`src/rtl/btn_debounce_tick.sv`:
```
// btn_debounce_tick: debounces a bank of raw push buttons against the 4 kHz
// enable pulse and produces a clean level plus one-cycle press/release pulses.
// Optional auto-repeat of press pulses while a button is held is compiled in
// when the macro BTN_AUTOREPEAT_EN is defined.
module btn_debounce_tick #(
  parameter int WIDTH        = 4,
  parameter int STABLE_TICKS = 20,
  parameter int REPEAT_DELAY = 2000,
  parameter int REPEAT_RATE  = 400
) (
  input  logic             Pixelclock,
  input  logic             reset,
  input  logic             tick,
  input  logic [WIDTH-1:0] btn_raw,
  output logic [WIDTH-1:0] btn_level,
  output logic [WIDTH-1:0] btn_press,
  output logic [WIDTH-1:0] btn_release
);

  localparam int CNT_W = $clog2(STABLE_TICKS + 1);
  localparam logic [CNT_W-1:0] CNT_LAST = CNT_W'(STABLE_TICKS - 1);

  // Reject parameter sets the counters cannot represent.
  if (STABLE_TICKS < 1 || STABLE_TICKS > 255 || REPEAT_RATE < 1 ||
      REPEAT_RATE > REPEAT_DELAY || REPEAT_DELAY > 65535) begin : g_badParams
    $error("btn_debounce_tick: illegal STABLE_TICKS/REPEAT_DELAY/REPEAT_RATE");
  end

  logic [WIDTH-1:0] r_s1;
  logic [WIDTH-1:0] r_s2;
  logic [WIDTH-1:0] r_level;
  logic [WIDTH-1:0] r_press;
  logic [WIDTH-1:0] r_release;
  logic [CNT_W-1:0] r_cnt [WIDTH];

  logic [WIDTH-1:0] w_differ;
  logic [WIDTH-1:0] w_accept;
  logic [WIDTH-1:0] w_repFire;

  // A button is accepted on the tick that completes its run of disagreeing ticks.
  always_comb begin
    w_differ = r_s2 ^ r_level;
    w_accept = '0;
    for (int i = 0; i < WIDTH; i++) begin
      w_accept[i] = w_differ[i] & tick & (r_cnt[i] == CNT_LAST);
    end
  end

`ifdef BTN_AUTOREPEAT_EN
  localparam logic [15:0] REP_FIRE   = 16'(REPEAT_DELAY - 1);
  localparam logic [15:0] REP_RELOAD = 16'(REPEAT_DELAY - REPEAT_RATE);

  logic [15:0] r_rep [WIDTH];

  // A held button fires a repeat on the tick that brings its counter to the
  // delay; a release-accept tick never fires so press and release stay exclusive.
  always_comb begin
    w_repFire = '0;
    for (int i = 0; i < WIDTH; i++) begin
      w_repFire[i] = r_level[i] & tick & ~w_accept[i] & (r_rep[i] == REP_FIRE);
    end
  end

  // Repeat counter: idle while released, restarts on every accept, reloads
  // after each repeat so later pulses come every REPEAT_RATE ticks.
  always_ff @(posedge Pixelclock) begin
    if (reset) begin
      for (int i = 0; i < WIDTH; i++) r_rep[i] <= '0;
    end else begin
      for (int i = 0; i < WIDTH; i++) begin
        if (!r_level[i] || w_accept[i]) begin
          r_rep[i] <= '0;
        end else if (w_repFire[i]) begin
          r_rep[i] <= REP_RELOAD;
        end else if (tick) begin
          r_rep[i] <= r_rep[i] + 16'd1;
        end
      end
    end
  end
`else
  assign w_repFire = '0;
`endif

  // Synchronize raw inputs, count disagreeing ticks and register level/pulses.
  always_ff @(posedge Pixelclock) begin
    if (reset) begin
      r_s1      <= '0;
      r_s2      <= '0;
      r_level   <= '0;
      r_press   <= '0;
      r_release <= '0;
      for (int i = 0; i < WIDTH; i++) r_cnt[i] <= '0;
    end else begin
      r_s1      <= btn_raw;
      r_s2      <= r_s1;
      r_press   <= (w_accept & ~r_level) | w_repFire;
      r_release <= w_accept & r_level;
      r_level   <= r_level ^ w_accept;
      for (int i = 0; i < WIDTH; i++) begin
        if (!w_differ[i] || w_accept[i]) begin
          r_cnt[i] <= '0;
        end else if (tick) begin
          r_cnt[i] <= r_cnt[i] + 1'b1;
        end
      end
    end
  end

  assign btn_level   = r_level;
  assign btn_press   = r_press;
  assign btn_release = r_release;

endmodule

```
`config.mk`:
```
export PLATFORM = sky130hd
export DESIGN_NAME = btn_debounce_tick
export DESIGN_NICKNAME = d
export VERILOG_FILES = /design/src/rtl/btn_debounce_tick.sv
export SDC_FILE = /design/constraint.sdc
export NUM_CORES = 1
export LEC_CHECK = 0
export ABC_AREA = 1
export CAP_MARGIN = 20
export CORE_MARGIN = 5
export CORE_UTILIZATION = 40
export CTS_BUF_LIST = sky130_fd_sc_hd__clkbuf_8 sky130_fd_sc_hd__clkbuf_16
export DETAILED_ROUTE_END_ITERATION = 8
export GPL_ROUTABILITY_DRIVEN = 0
export GPL_TIMING_DRIVEN = 1
export PLACE_DENSITY = 0.7
export SKIP_CTS_REPAIR_TIMING = 1
export SYNTH_ARGS = -nofsm -noshare
export SYNTH_HDL_FRONTEND = slang
export SYNTH_SLANG_ARGS = --single-unit
export TNS_END_PERCENT = 20
```
`constraint.sdc`:
```
create_clock -name Pixelclock -period 1.4 [get_ports Pixelclock]
set_input_delay 0.14 -clock Pixelclock [delete_from_list [all_inputs] [get_ports Pixelclock]]
set_output_delay 0.14 -clock Pixelclock [all_outputs]
set_load 0.03 [all_outputs]
```
==> impl_metrics.yaml <==
power:
  power.total_mw: 2.26
  power_density_mw_per_mm2: 984
  peakVddDrop_v: 0.000888
  p_leak_nw: 1.14
place:
  placed_area_mm2: 0.00209
  place_hpwl_um: 2130
  placed_cells: 253
  numPortBuffers: 18
  pre_cts_slack_ns: -0.0827
timing:
  hold_viol_final: 0
  clock_skew_ns: 0.00586
  fin_tns_setup_ns: 0
  worst_pin_slew_ns: 0.332
  slew_headroom_pct: 77.9
  setup_viol: 0
  max_freq_ghz: 0.734
  fin_crit_ns: 1.36
  rsz0062_at_grt: "true"
  fin_crit_sh_pct: 97.4
  fin_ws_ns: 0.0367
  whs_ns: 0.363
  slew_viol_final: 0
final_layout:
  drive_gt1_share_pct: 20.3
  diodes: 0
  final_nets: 230
  mostFrequentLayoutCells: "nor2_1 (43), inv_1 (28), edfxtp_1 (20)"
  finalInstanceArea_mm2: 0.00229
  final_common_cell: "nor2_1"
  fin_cells: 264
  fin_util_pct: 53.1
  area_growth_pct: 29.4
yosys:
  synthDistinctLibCells: 17
  avgSynthCellArea_um2: 10.2
  yosys_warnings: 0
  synth_compound_area_share_pct: 0
  synth-xor-area-share_pct: 8.26
  syn_nets: 193
  synth-simple-area-share_pct: 20.1
  synthAdderAreaFrac_pct: 8.47
  synth-seq-area-share_pct: 56.5
  synthMuxAreaShare_pct: 0
  netlist_area_mm2: 0.00177
  synth_top_family_by_area: "simple AND/OR/NAND/NOR gates"
  syn-instance-count: 174
  ys_seq_elements: 40
critical_path:
  startpoint_type: "flop"
  worstSetupEndpointType: "flop"
  worstPathArrival_ns: 1.34
  worstSetupPathType: "reg2reg"
  required_ns: 1.37
  worstPathMaxFanout: 5
global_routing:
  grt.total_usage_pct: 11.1
  grt_pass1_wl_um: 5120
  grt_pass1_vias: 1172
  gr-total-overflow: 0
  grt_max_degree: 15
  antenna_found_initial: 0
clocking:
  root_buffer: "clkbuf_8"
  clock_path_buffers: 2
  clk_pin_slew_ns: 0.08
  cts_sinks: 40
  htreeDepth: 2
  clk_latency_ns: 0.29
  cts_buffers: 5
  cts_tree: "built"
floorplanning:
  die-width_um: 76.6
  dieArea_mm2: 0.00586
  io-pin-count: 19
  initial_utilization_pct: 41.0
  core_area_mm2: 0.00432
  die_h_um: 76.6
  num_rows: 24
job:
  drv_cap: 0
status:
  status: "finished clean"
route:
  dr.pass1.iters: 4
  drt-initial-drc-count: 27
  viasPerCell: 4.38
  wirelength_um: 2970
  vias: 1155
  wire_per_inst_um: 11.3
  remaining_drc_errors: 0
  ant_nets: 0
min_path:
  holdCritPathClass: "in2reg"
## kinds of logic (layout without fill, tap and decap cells)
logic type,after synthesis,in the layout
buffers and inverters,31,69
XOR/XNOR,15,15
adder cells (fa/ha/maj),12,12
AND/OR/NAND/NOR,76,76
flip-flops,40,40
## critical path: stages (launching register included)
cell	delay, ns
edfxtp_1	0.39
ha_2	0.21
inv_2	0.07
nor2_4	0.05
nand3_4	0.08
nand4_1	0.25
## state kept, by name, summed over array words and instances (netlist names)
register / count
r_s2: 4
btn_level: 4
r_cnt: 20
btn_press: 4
r_s1: 4
btn_release: 4
## layer usage
layer,routed length (um),track usage [%],vias to the layer above,share of wire [%]
met3,100,2.60,8,3.4
li1,-,-,619,-
met4,95,7.34,0,3.2
met5,0,0,-,0
met1,1420,13.3,511,48
met2,1360,17.6,17,46
## synthesized netlist by cell type
master	instances	share of area, %
nand2_1	5	1.1
nand4_1	3	1.1
nor2_2	2	0.71
nor2_4	1	0.64
xor2_2	2	1.8
xor2_1	9	4.4
nand3_2	5	2.8
inv_2	1	0.21
ha_1	12	8.5
nand3_1	12	3.4
inv_1	28	5.9
xnor2_1	4	2.0
buf_2	2	0.56
edfxtp_1	20	34
nor2_1	46	9.7
dfxtp_1	20	23
nor2b_1	2	0.71
## worst paths after layout
kind               startpoint     endpoint  slack [ns]  depth (start not counted)
setup / recovery  r_cnt[2][1]  r_cnt[2][0]        0.04                          5
hold / removal     btn_raw[0]      r_s1[0]        0.36                          3
setup reg to reg  r_cnt[2][1]  r_cnt[2][0]        0.04                          5
hold reg to reg       r_s1[0]      r_s2[0]        0.41                          2
## report_power, final
| group | total (mW) | switching, mW | internal, mW |
|---|---|---|---|
| combinational | 0.0972 | 0.0500 | 0.0471 |
| sequential | 1.26 | 0.0137 | 1.24 |
| clock | 0.905 | 0.384 | 0.521 |
| total | 2.26 | 0.447 | 1.81 |
## final cells by class
cell class,count,area [um2]
flip-flops and latches,40,1000
inverters,29,109
clock inverters,3,38.8
multi-input cells,103,696
clock buffers,5,68.8
well taps,52,65.1
repair buffers,32,315
fillers,412,2030
No activity file was read; power rests on OpenSTA's default activity.
